==> config.mk <==
export PLATFORM = sky130hd
export DESIGN_NAME = bus_transfer_ctrl_flat
export DESIGN_NICKNAME = d
export VERILOG_FILES = /design/src/rtl/bus_transfer_ctrl_if.sv /design/src/rtl/bus_transfer_ctrl.sv /design/src/flat_wrapper.sv
export SDC_FILE = /design/constraint.sdc
export NUM_CORES = 1
export LEC_CHECK = 0
export BUFFER_PORTS_ARGS = -buffer_cell sky130_fd_sc_hd__buf_2
export CORE_UTILIZATION = 40
export CTS_CLUSTER_SIZE = 20
export DETAILED_ROUTE_END_ITERATION = 8
export GPL_ROUTABILITY_DRIVEN = 0
export GPL_TIMING_DRIVEN = 0
export PLACE_DENSITY = 0.86
export SYNTH_ARGS = -nofsm -noshare
export SYNTH_HDL_FRONTEND = slang
export SYNTH_SLANG_ARGS = --single-unit
==> constraint.sdc <==
create_clock -name Clock -period 1.4 [get_ports Clock]
set_input_delay 0.28 -clock Clock [delete_from_list [all_inputs] [get_ports Clock]]
set_output_delay 0.28 -clock Clock [all_outputs]
set_load 0.01 [all_outputs]
==> src/rtl/bus_transfer_ctrl_if.sv <==
// Command, register-file and bus signals shared between a requester and bus_transfer_ctrl.
// The master side issues commands and supplies register values; the slave side is the controller.
interface bus_transfer_ctrl_if #(
  parameter int WIDTH = 16
);
  logic             Req;
  logic [1:0]       Op;
  logic [1:0]       Src;
  logic [1:0]       Dst;
  logic [WIDTH-1:0] Ext_Data;
  logic [WIDTH-1:0] RegA;
  logic [WIDTH-1:0] RegB;
  logic [WIDTH-1:0] RegC;
  logic [WIDTH-1:0] RegD;
  logic [WIDTH-1:0] Data_Bus;
  logic             A_EN;
  logic             B_EN;
  logic             C_EN;
  logic             D_EN;
  logic [WIDTH-1:0] Ext_Out;
  logic             Ext_Valid;
  logic             Busy;
  logic             Done;
  logic             Err;

  modport master (
    output Req, Op, Src, Dst, Ext_Data, RegA, RegB, RegC, RegD,
    input  Data_Bus, A_EN, B_EN, C_EN, D_EN, Ext_Out, Ext_Valid, Busy, Done, Err
  );

  modport slave (
    input  Req, Op, Src, Dst, Ext_Data, RegA, RegB, RegC, RegD,
    output Data_Bus, A_EN, B_EN, C_EN, D_EN, Ext_Out, Ext_Valid, Busy, Done, Err
  );
endinterface

==> src/rtl/bus_transfer_ctrl.sv <==
// Source/driver controller for the shared four-register data bus: MOV, LOAD and STORE transfers.
// Defining BUS_XCHG_EN adds the register exchange (Op=11); otherwise Op=11 raises Err.
module bus_transfer_ctrl #(
  parameter int WIDTH = 16
) (
  input logic                Clock,
  input logic                Reset,
  bus_transfer_ctrl_if.slave bus
);

  localparam logic [1:0] OP_MOV   = 2'b00;
  localparam logic [1:0] OP_LOAD  = 2'b01;
  localparam logic [1:0] OP_STORE = 2'b10;
  localparam logic [1:0] OP_XCHG  = 2'b11;

  typedef enum logic [2:0] {
    ST_IDLE  = 3'd0,
    ST_DRIVE = 3'd1,
    ST_WRITE = 3'd2,
    ST_DONE  = 3'd3,
    ST_XSRC  = 3'd4,
    ST_XDRV  = 3'd5,
    ST_XDST  = 3'd6,
    ST_XFIN  = 3'd7
  } state_t;

  state_t           state_r, state_nxt_s;
  logic [1:0]       op_r, op_nxt_s;
  logic [1:0]       dst_r, dst_nxt_s;
  logic [WIDTH-1:0] data_bus_r, data_bus_nxt_s;
  logic [WIDTH-1:0] ext_out_r, ext_out_nxt_s;
  logic [3:0]       en_r, en_nxt_s;
  logic             ext_valid_r, ext_valid_nxt_s;
  logic             busy_r;
  logic             done_r, done_nxt_s;
  logic             err_r, err_nxt_s;
  logic             err_pend_r, err_pend_nxt_s;
`ifdef BUS_XCHG_EN
  logic [1:0]       src_r, src_nxt_s;
  logic [WIDTH-1:0] temp_r, temp_nxt_s;
`endif

  function automatic logic [WIDTH-1:0] reg_sel(input logic [1:0] idx,
                                               input logic [WIDTH-1:0] a, input logic [WIDTH-1:0] b,
                                               input logic [WIDTH-1:0] c, input logic [WIDTH-1:0] d);
    case (idx)
      2'd0:    reg_sel = a;
      2'd1:    reg_sel = b;
      2'd2:    reg_sel = c;
      2'd3:    reg_sel = d;
      default: reg_sel = a;
    endcase
  endfunction

  function automatic logic [3:0] en_onehot(input logic [1:0] idx);
    en_onehot = 4'b0001 << idx;
  endfunction

  // Next-state and next-output logic; enables and pulses default low so each lasts one cycle
  always_comb begin
    state_nxt_s     = state_r;
    op_nxt_s        = op_r;
    dst_nxt_s       = dst_r;
    data_bus_nxt_s  = data_bus_r;
    ext_out_nxt_s   = ext_out_r;
    en_nxt_s        = 4'b0000;
    ext_valid_nxt_s = 1'b0;
    done_nxt_s      = 1'b0;
    err_nxt_s       = err_pend_r;
    err_pend_nxt_s  = 1'b0;
`ifdef BUS_XCHG_EN
    src_nxt_s       = src_r;
    temp_nxt_s      = temp_r;
`endif
    case (state_r)
      ST_IDLE: begin
        if (bus.Req && (bus.Op == OP_XCHG)) begin
`ifdef BUS_XCHG_EN
          op_nxt_s       = bus.Op;
          src_nxt_s      = bus.Src;
          dst_nxt_s      = bus.Dst;
          temp_nxt_s     = reg_sel(bus.Src, bus.RegA, bus.RegB, bus.RegC, bus.RegD);
          data_bus_nxt_s = reg_sel(bus.Dst, bus.RegA, bus.RegB, bus.RegC, bus.RegD);
          state_nxt_s    = ST_XSRC;
`else
          // Err is delayed one cycle so it lands where the first enable would have
          err_pend_nxt_s = 1'b1;
          state_nxt_s    = ST_IDLE;
`endif
        end else if (bus.Req) begin
          op_nxt_s  = bus.Op;
          dst_nxt_s = bus.Dst;
          if (bus.Op == OP_LOAD) begin
            data_bus_nxt_s = bus.Ext_Data;
          end else begin
            data_bus_nxt_s = reg_sel(bus.Src, bus.RegA, bus.RegB, bus.RegC, bus.RegD);
          end
          state_nxt_s = ST_DRIVE;
        end else begin
          state_nxt_s = ST_IDLE;
        end
      end
      ST_DRIVE: begin
        if ((op_r == OP_MOV) || (op_r == OP_LOAD)) begin
          en_nxt_s = en_onehot(dst_r);
        end else begin
          en_nxt_s = 4'b0000;
        end
        state_nxt_s = ST_WRITE;
      end
      ST_WRITE: begin
        if (op_r == OP_STORE) begin
          ext_out_nxt_s   = data_bus_r;
          ext_valid_nxt_s = 1'b1;
        end else begin
          ext_valid_nxt_s = 1'b0;
        end
        done_nxt_s  = 1'b1;
        state_nxt_s = ST_DONE;
      end
      ST_DONE: begin
        state_nxt_s = ST_IDLE;
      end
`ifdef BUS_XCHG_EN
      ST_XSRC: begin
        en_nxt_s    = en_onehot(src_r);
        state_nxt_s = ST_XDRV;
      end
      ST_XDRV: begin
        data_bus_nxt_s = temp_r;
        state_nxt_s    = ST_XDST;
      end
      ST_XDST: begin
        en_nxt_s    = en_onehot(dst_r);
        state_nxt_s = ST_XFIN;
      end
      ST_XFIN: begin
        done_nxt_s  = 1'b1;
        state_nxt_s = ST_DONE;
      end
`endif
      default: begin
        state_nxt_s = ST_IDLE;
      end
    endcase
  end

  // FSM state register
  always_ff @(posedge Clock or negedge Reset) begin
    if (!Reset) begin
      state_r <= ST_IDLE;
    end else begin
      state_r <= state_nxt_s;
    end
  end

  // Latched command, datapath and registered outputs
  always_ff @(posedge Clock or negedge Reset) begin
    if (!Reset) begin
      op_r        <= 2'b00;
      dst_r       <= 2'b00;
      data_bus_r  <= {WIDTH{1'b0}};
      ext_out_r   <= {WIDTH{1'b0}};
      en_r        <= 4'b0000;
      ext_valid_r <= 1'b0;
      busy_r      <= 1'b0;
      done_r      <= 1'b0;
      err_r       <= 1'b0;
      err_pend_r  <= 1'b0;
`ifdef BUS_XCHG_EN
      src_r       <= 2'b00;
      temp_r      <= {WIDTH{1'b0}};
`endif
    end else begin
      op_r        <= op_nxt_s;
      dst_r       <= dst_nxt_s;
      data_bus_r  <= data_bus_nxt_s;
      ext_out_r   <= ext_out_nxt_s;
      en_r        <= en_nxt_s;
      ext_valid_r <= ext_valid_nxt_s;
      busy_r      <= (state_nxt_s != ST_IDLE);
      done_r      <= done_nxt_s;
      err_r       <= err_nxt_s;
      err_pend_r  <= err_pend_nxt_s;
`ifdef BUS_XCHG_EN
      src_r       <= src_nxt_s;
      temp_r      <= temp_nxt_s;
`endif
    end
  end

  assign bus.Data_Bus  = data_bus_r;
  assign bus.A_EN      = en_r[0];
  assign bus.B_EN      = en_r[1];
  assign bus.C_EN      = en_r[2];
  assign bus.D_EN      = en_r[3];
  assign bus.Ext_Out   = ext_out_r;
  assign bus.Ext_Valid = ext_valid_r;
  assign bus.Busy      = busy_r;
  assign bus.Done      = done_r;
  assign bus.Err       = err_r;

endmodule

==> src/flat_wrapper.sv <==
// flat-port wrapper written by rule: the top's interface ports become plain ports
module bus_transfer_ctrl_flat 
#(
  parameter int WIDTH = 16
)
  (Clock, Reset, bus_Req, bus_Op, bus_Src, bus_Dst, bus_Ext_Data, bus_RegA, bus_RegB, bus_RegC, bus_RegD, bus_Data_Bus, bus_A_EN, bus_B_EN, bus_C_EN, bus_D_EN, bus_Ext_Out, bus_Ext_Valid, bus_Busy, bus_Done, bus_Err);
  bus_transfer_ctrl_if #(.WIDTH(WIDTH)) bus_i ();
  input logic Clock;
  input logic Reset;
  input wire logic [$bits(bus_i.Req)-1:0] bus_Req;
  input wire logic [$bits(bus_i.Op)-1:0] bus_Op;
  input wire logic [$bits(bus_i.Src)-1:0] bus_Src;
  input wire logic [$bits(bus_i.Dst)-1:0] bus_Dst;
  input wire logic [$bits(bus_i.Ext_Data)-1:0] bus_Ext_Data;
  input wire logic [$bits(bus_i.RegA)-1:0] bus_RegA;
  input wire logic [$bits(bus_i.RegB)-1:0] bus_RegB;
  input wire logic [$bits(bus_i.RegC)-1:0] bus_RegC;
  input wire logic [$bits(bus_i.RegD)-1:0] bus_RegD;
  output wire logic [$bits(bus_i.Data_Bus)-1:0] bus_Data_Bus;
  output wire logic [$bits(bus_i.A_EN)-1:0] bus_A_EN;
  output wire logic [$bits(bus_i.B_EN)-1:0] bus_B_EN;
  output wire logic [$bits(bus_i.C_EN)-1:0] bus_C_EN;
  output wire logic [$bits(bus_i.D_EN)-1:0] bus_D_EN;
  output wire logic [$bits(bus_i.Ext_Out)-1:0] bus_Ext_Out;
  output wire logic [$bits(bus_i.Ext_Valid)-1:0] bus_Ext_Valid;
  output wire logic [$bits(bus_i.Busy)-1:0] bus_Busy;
  output wire logic [$bits(bus_i.Done)-1:0] bus_Done;
  output wire logic [$bits(bus_i.Err)-1:0] bus_Err;
  assign bus_i.Req = bus_Req;
  assign bus_i.Op = bus_Op;
  assign bus_i.Src = bus_Src;
  assign bus_i.Dst = bus_Dst;
  assign bus_i.Ext_Data = bus_Ext_Data;
  assign bus_i.RegA = bus_RegA;
  assign bus_i.RegB = bus_RegB;
  assign bus_i.RegC = bus_RegC;
  assign bus_i.RegD = bus_RegD;
  assign bus_Data_Bus = bus_i.Data_Bus;
  assign bus_A_EN = bus_i.A_EN;
  assign bus_B_EN = bus_i.B_EN;
  assign bus_C_EN = bus_i.C_EN;
  assign bus_D_EN = bus_i.D_EN;
  assign bus_Ext_Out = bus_i.Ext_Out;
  assign bus_Ext_Valid = bus_i.Ext_Valid;
  assign bus_Busy = bus_i.Busy;
  assign bus_Done = bus_i.Done;
  assign bus_Err = bus_i.Err;
  bus_transfer_ctrl #(.WIDTH(WIDTH)) u_core (.Clock(Clock), .Reset(Reset), .bus(bus_i));
endmodule
==> key figures, run 1 <==
Clocking
  – CTS max path bufs: 2
  – Root buf cell: clkbuf_8
  – Latest clock arrival within the worst-skew pair: 0.30 ns
  – CTS Buf Count: 5
  – TritonCTS clock tree: done
  – Clock Pin Slew Worst Setup and Hold Paths: around 0.080 ns
  – Number of H-tree levels: 2
  – Cts hold-fix bufs: 0
  – Clock Sinks: 47

Finish
  – Ant diodes: 0
  – Fin nets: 420
  – Layout cells sized above 1: 59.8%
  – Multi-input gate area: 1180 sq um
  – Synth-to-Final Area Change: 47.2%
  – Fillers: between 400 and 500
  – Fin area: 3430 sq um
  – Final Core Density: 61.8%
  – Reg area: ~1200 sq um

Floorplanning
  – Initial Util: between 40% and 50%
  – Chip Width: roughly 78 um
  – Core area: 5540 sq um
  – Die height: between 70 and 80 um
  – Num rows: 27
  – IO Count: around 130
  – Die area: 6130 sq um

GRT
  – Initial antenna violation count: 0
  – Vias in the first global route: just over 2000
  – Pin count of the biggest net entering global routing: 48
  – Gr usage total: 20.1%
  – GR Overflow Total: 0
  – First-pass GRT wire length: between 9 and 10 mm

Timing
  – Skew final: approximately 0.0046 ns
  – Final Cycle Share: ~100%
  – Slew @ Worst Pin: slightly above 1 ns
  – PnR worst setup slack: about 0.010 ns
  – Fmax: between 0.7 and 0.8 GHz
  – Slew headroom: between 30% and 40%
  – Fin crit period: roughly 1.4 ns
  – WHS: about 0.15 ns
  – RSZ-0062 raised after global routing: yes
  – Slew Limit Fails: 0
  – Finish-stage setup viols: 0
  – Final Hold Vio Count: 0

Synthesis
  – Syn nets: approximately 280
  – Synth top area share: about half
  – Seq cells post-synth: 47
  – Warnings from Yosys: 0
  – Average size of a mapped cell: ~13 sq um
  – Sequential share of the synthesized area: between 50% and 60%
  – Distinct cells, synth: 27
  – Cells after synthesis: roughly 180
  – Yosys top cell by area: dfrtp_1
  – Area contributors post-synth: dfrtp_1 (51%), mux4_2 (9.7%), mux2_2 (8.7%), mux4_1 (6.8%), nand2_1 (5.5%)
  – Cell Area, Synth: roughly 2300 sq um

Critical path
  – Worst Path Class, Setup: flop to flop
  – Max stage delay on crit path: just over 0.4 ns
  – Reg2Reg Capture Point: u_core.dst_r[1]
  – Slowest stage cell, crit path: dfrtp_1
  – CP cell instances: inv_2 -> ha_4 -> nand2_4 -> a21oi_4 -> mux2_4
  – Max Fanout on Critical Path: 5
  – Setup slack, reg-to-reg: approximately 0.01 ns
  – Path depth of the worst reg2reg path: 5
  – Critical Path Sink Type: flop
  – Crit path from: u_core.state_r[0]
  – Launching point of the worst reg2reg path: u_core.state_r[0]
  – Req. time, crit path: 1.59 ns
  – Arr. time, crit path: 1.58 ns
  – Worst Setup Start Kind: flop

Detailed routing
  – DR DRC count: 0
  – Routed Wire Length: approximately 6 mm
  – DR WL/cell: about 15 um
  – DR vias: slightly above 2000
  – DR iter-0 viols: between 100 and 150
  – Drt via density: 5.18
  – Routed Antenna Nets: 0
  – First drt pass iteration count: 4

Placement
  – Post-DP HPWL: ~4.4 mm
  – DP Area: just over 3000 sq um
  – DP Worst Slack: -0.242 ns
  – IO Port Bufs: about 130

Power
  – Max VDD drop: 0.707 mV
  – P per Cell Area: about 1800 nW/um^2
  – Leak pwr: between 1.5 and 2 nW

Job
  – Max cap viols: 0

Status
  – Status: completed

Worst hold path
  – Hold crit path type: input port to asynchronous set/reset pin
cells by family after synthesis:
group           Yosys count  share of synthesized area, %
simple gates             47                          9.46
fa+ha+maj                 3                          1.61
mux                      34                          25.2
compound gates           36                          9.14
buf+inv                  16                          4.09
flops                    47                          50.5
cells in the final DEF, fill, tap and decap left out, types with 5 or more instances in the layout:
| cell type | Yosys | final |
|---|---|---|
| a31oi_1 | 17 | 17 |
| mux4_2 | 10 | 10 |
| dfrtp_1 | 47 | 47 |
| nand2_1 | 34 | 33 |
| a21oi_1 | 16 | 16 |
| buf_2 | 8 | 131 |
| mux4_1 | 6 | 6 |
| mux2_4 | 0 | 15 |
| buf_4 | 0 | 10 |
| clkbuf_8 | 0 | 5 |
| buf_6 | 1 | 5 |
cells in the mapped netlist (all sizes together):
cell	count
a21oi	17
a2bb2oi	1
a31o	1
a31oi	17
and2	1
and4b	1
buf	11
clkbuf	2
dfrtp	47
ha	3
inv	3
mux2	18
mux4	16
nand2	34
nand2b	1
nand3b	1
nor2	3
nor2b	2
nor4b	1
nor4bb	2
or2	1
where the power goes:
part,total (W),switching (W),internal [W]
Sequential,0.00240,0.000420,0.00198
Combinational,0.00294,0.00127,0.00167
Clock,0.000966,0.000444,0.000522
layout make-up:
cell class / instances / share of cell area, %
multi-input combinational: 120 / 34.5
tap: 72 / 2.63
sequential: 47 / 34.3
clock inverter: 2 / 1.10
timing repair buffer: 139 / 22.0
buffer: 12 / 3.14
clock buffer: 5 / 2.01
inverter: 3 / 0.329
worst max-delay path, delay by kind of cell (launching register included):
family	cells	cell delay [ns]
compound gates	1	0.22
simple gates	1	0.06
buf+inv	1	0.10
flops	1	0.41
mux	1	0.32
fa+ha+maj	1	0.15
sequential cells by signal, summed over array words and instances, names as in the netlist:
| signal | count |
|---|---|
| u_core.en_r | 4 |
| u_core.bus.Done | 1 |
| u_core.bus.Data_Bus | 16 |
| u_core.bus.Ext_Out | 16 |
| u_core.state_r | 2 |
| u_core.bus.Busy | 1 |
| u_core.bus.Err | 1 |
| u_core.op_r | 2 |
| u_core.dst_r | 2 |
| u_core.err_nxt_s | 1 |
| u_core.bus.Ext_Valid | 1 |
through the flow:
| step | instances | setup TNS (ns) | power [W] |
|---|---|---|---|
| 2_1_floorplan | 183 | -0.0132 | 0.00375 |
| 3_3_place_gp | 381 | -3.22 | 0.00462 |
| 3_5_place_dp | 381 | -4.50 | 0.00474 |
| 4_1_cts | 393 | 0 | 0.00582 |
| 5_1_grt | 400 | -0.229 | 0.00670 |
| 6_report | 400 | 0 | 0.00630 |
layer usage:
layer	track usage [%]	up-vias	wire length [um]
li1	-	969	-
met5	0	-	0
met3	3.72	19	332
met1	24.5	981	2400
met4	9.63	0	199
met2	34.4	103	3050
how the worst max path moves through the flow:
stage / slack [ns] / end / depth (start not counted)
5_1_grt: -0.04 / u_core.dst_r[0] / 5
2_1_floorplan: -0.01 / u_core.bus.Busy / 6
3_3_place_gp: -0.16 / u_core.bus.Data_Bus[14] / 6
3_5_place_dp: -0.24 / u_core.bus.Data_Bus[4] / 6
6_report: 0.01 / u_core.dst_r[1] / 5
4_1_cts: 0.003 / u_core.bus.Busy / 5
what timing repair did:
action                     4_1_cts  5_1_grt
pin swaps                        0        2
resized for setup                6       24
setup endpoints to repair       30       28
cloned                           0        1
setup buffers                    6        6
Note: power is estimated with default switching activity, not from simulation.
==> run 2, diff against run 1 <==
--- a/config.mk
+++ b/config.mk
@@ -6,7 +6,9 @@
 export NUM_CORES = 1
 export LEC_CHECK = 0
 export BUFFER_PORTS_ARGS = -buffer_cell sky130_fd_sc_hd__buf_2
-export CORE_UTILIZATION = 40
+export CELL_PAD_IN_SITES_DETAIL_PLACEMENT = 0
+export CELL_PAD_IN_SITES_GLOBAL_PLACEMENT = 1
+export CORE_UTILIZATION = 30
 export CTS_CLUSTER_SIZE = 20
 export DETAILED_ROUTE_END_ITERATION = 8
 export GPL_ROUTABILITY_DRIVEN = 0
==> key figures, run 2 (same netlist as run 1, synthesis figures left out) <==
Timing
  – Final Hold Vio Count: 0 (unchanged)
  – Fin crit period: 1.41 ns (+0.0167 ns)
  – Skew final: 0.00662 ns (+0.00201 ns)
  – Fmax: 0.711 GHz (-1.2%)
  – Slew Limit Fails: 0 (unchanged)
  – WHS: 0.175 ns (+0.0286 ns)
  – Slew headroom: 30.4% (-2.1 points)
  – Final Cycle Share: 100% (+1.2 points)
  – RSZ-0062 raised after global routing: yes
  – PnR worst setup slack: -0.00675 ns (-0.0167 ns)
  – Finish-stage setup viols: 2 (+2)
  – Slew @ Worst Pin: 1.04 ns (+0.0321 ns)

Clocking
  – Cts hold-fix bufs: 0 (unchanged)
  – Clock Pin Slew Worst Setup and Hold Paths: 0.09 ns (about the same)
  – CTS Buf Count: 5 (unchanged)
  – Number of H-tree levels: 2 (unchanged)
  – Latest clock arrival within the worst-skew pair: 0.29 ns (about the same)
  – CTS max path bufs: 2 (unchanged)
  – Root buf cell: clkbuf_8
  – Clock Sinks: 47 (unchanged)
  – TritonCTS clock tree: done

Detailed routing
  – Routed Antenna Nets: 0 (unchanged)
  – DR WL/cell: 15.4 um (+2.8%)
  – DR DRC count: 0 (unchanged)
  – Drt via density: 4.75 (-8.3%)
  – Routed Wire Length: 6.57 mm (+9.8%)
  – DR vias: 2028 (-2.1%)
  – First drt pass iteration count: 4 (unchanged)
  – DR iter-0 viols: 59 (-47%)

Critical path
  – Max Fanout on Critical Path: 6 (+1)
  – Top cell by count, worst path: buf_6
  – Worst Path Class, Setup: flop to flop
  – CP cell instances: buf_6 -> ha_4 -> nand3b_4 -> buf_6 -> mux2_2
  – Slowest stage cell, crit path: dfrtp_1
  – Worst Setup Start Kind: flop
  – Req. time, crit path: 1.58 ns (about the same)
  – Max stage delay on crit path: 0.41 ns (about the same)
  – Critical Path Sink Type: flop
  – Arr. time, crit path: 1.59 ns (about the same)

Status
  – Status: finished, violations left
  – Failing checks: setup timing

Power
  – Leak pwr: 1.70 nW (-2.4%)
  – P per Cell Area: 1780 nW/um^2 (-3.3%)
  – Max VDD drop: 0.492 mV (-30%)

Finish
  – Fin nets: 419 (-0.24%)
  – Fillers: 749 (+62%)
  – Synth-to-Final Area Change: 46.4%
  – Commonest non-fill, non-tap cell in the layout: buf_2
  – Most frequent cells in the layout: buf_2 (131), dfrtp_1 (47), nand2_1 (33), a31oi_1 (17), a21oi_1 (16)
  – Reg area: 1180 sq um (unchanged)
  – Ant diodes: 0 (unchanged)
  – Fin area: 3410 sq um (-0.55%)
  – Multi-input gate area: 1150 sq um (-2.4%)
  – Layout cells sized above 1: 59.1% (-0.61 points)

GRT
  – Pin count of the biggest net entering global routing: 48 (unchanged)
  – Initial antenna violation count: 0 (unchanged)
  – GR Overflow Total: 0 (unchanged)
  – Vias in the first global route: 2041 (-0.098%)
  – Gr usage total: 15.8% (-4.3 points)
  – First-pass GRT wire length: 10.1 mm (+6.5%)

Floorplanning
  – Die height: 90.1 um (+15%)
  – Chip Width: 90.1 um (+15%)
  – IO Count: 129 (unchanged)
  – Initial Util: 31.6% (-10 points)
  – Die area: 8110 sq um (+32%)
  – Num rows: 31 (+15%)
  – Core area: 7370 sq um (+33%)

Placement
  – DP Area: 3130 sq um (+1.1%)
  – Post-DP HPWL: 4.95 mm (+12%)
  – IO Port Bufs: 126 (unchanged)

Worst hold path
  – Hold crit path type: input port to asynchronous set/reset pin

Job
  – Max cap viols: 0 (unchanged)
## run 2: cell types whose count changed in the layout (fill, tap and decap cells not counted), sizes merged
cell,delta
clkinv,+1
buf,-1
clkinvlp,-1
bufinv,-1
clkbuf,+2
## run 2: path summary, 6_finish.rpt
check / depth (start not counted) / to / slack [ns] / startpoint
min in group Clock: 2 / u_core.dst_r[1] / 0.22 / bus_Dst[1]
hold / removal: 1 / u_core.op_r[1] / 0.17 / Reset
max in group asynchronous: 1 / u_core.bus.Ext_Out[0] / 0.59 / Reset
hold reg to reg: 0 / u_core.bus.Err / 0.35 / u_core.err_nxt_s
setup / recovery: 5 / u_core.bus.Ext_Out[0] / -0.007 / u_core.state_r[1]
setup reg to reg: 5 / u_core.bus.Ext_Out[0] / -0.007 / u_core.state_r[1]
## run 2: where the power goes
| group | internal (W) | total [W] | switching [W] |
|---|---|---|---|
| registers | 0.00198 | 0.00238 | 0.000408 |
| clock network | 0.000405 | 0.000858 | 0.000453 |
| logic | 0.00156 | 0.00282 | 0.00126 |
## run 2: layout make-up
type / count / area share [%]
repair buffers: 138 / 21.9
clock inverters: 1 / 0.257
inverters: 3 / 0.331
flip-flops and latches: 47 / 34.5
multi-input cells: 120 / 33.8
clock buffers: 7 / 2.53
well taps: 99 / 3.64
plain buffers: 12 / 3.01
## run 2: timing repair
action	4_1_cts	5_1_grt
resized for setup	7	15
gates cloned	0	1
endpoints found under the setup margin	28	28
pin swaps	0	2
buffers inserted	6	5
## run 2: worst max-delay path, delay by kind of cell, from the launching register on
family        cells  cell delay [ns]
buf+inv           2             0.29
fa+ha+maj         1             0.16
simple gates      1             0.12
mux               1             0.33
flops             1             0.41
## run 2: routing by layer
layer | track usage [%] | routed length (um)
met5 | 0 | 0
met4 | 5.78 | 92
met2 | 27.2 | 3380
met3 | 2.54 | 324
met1 | 20.1 | 2780
## run 2: metrics by stage
| step | utilization, % | setup slack (ns) | setup TNS [ns] | power, W | instances |
|---|---|---|---|---|---|
| global route | 46.2 | -0.0415 | -0.390 | 0.00647 | 427 |
| floorplan | - | -0.0132 | -0.0132 | 0.00375 | 183 |
| global placement | 42.4 | -0.184 | -3.61 | 0.00465 | 408 |
| finish | 46.2 | -0.00675 | -0.0134 | 0.00606 | 427 |
| CTS | 44.5 | -0.0193 | -0.0846 | 0.00576 | 421 |
| detailed placement | 42.4 | -0.215 | -4.14 | 0.00477 | 408 |
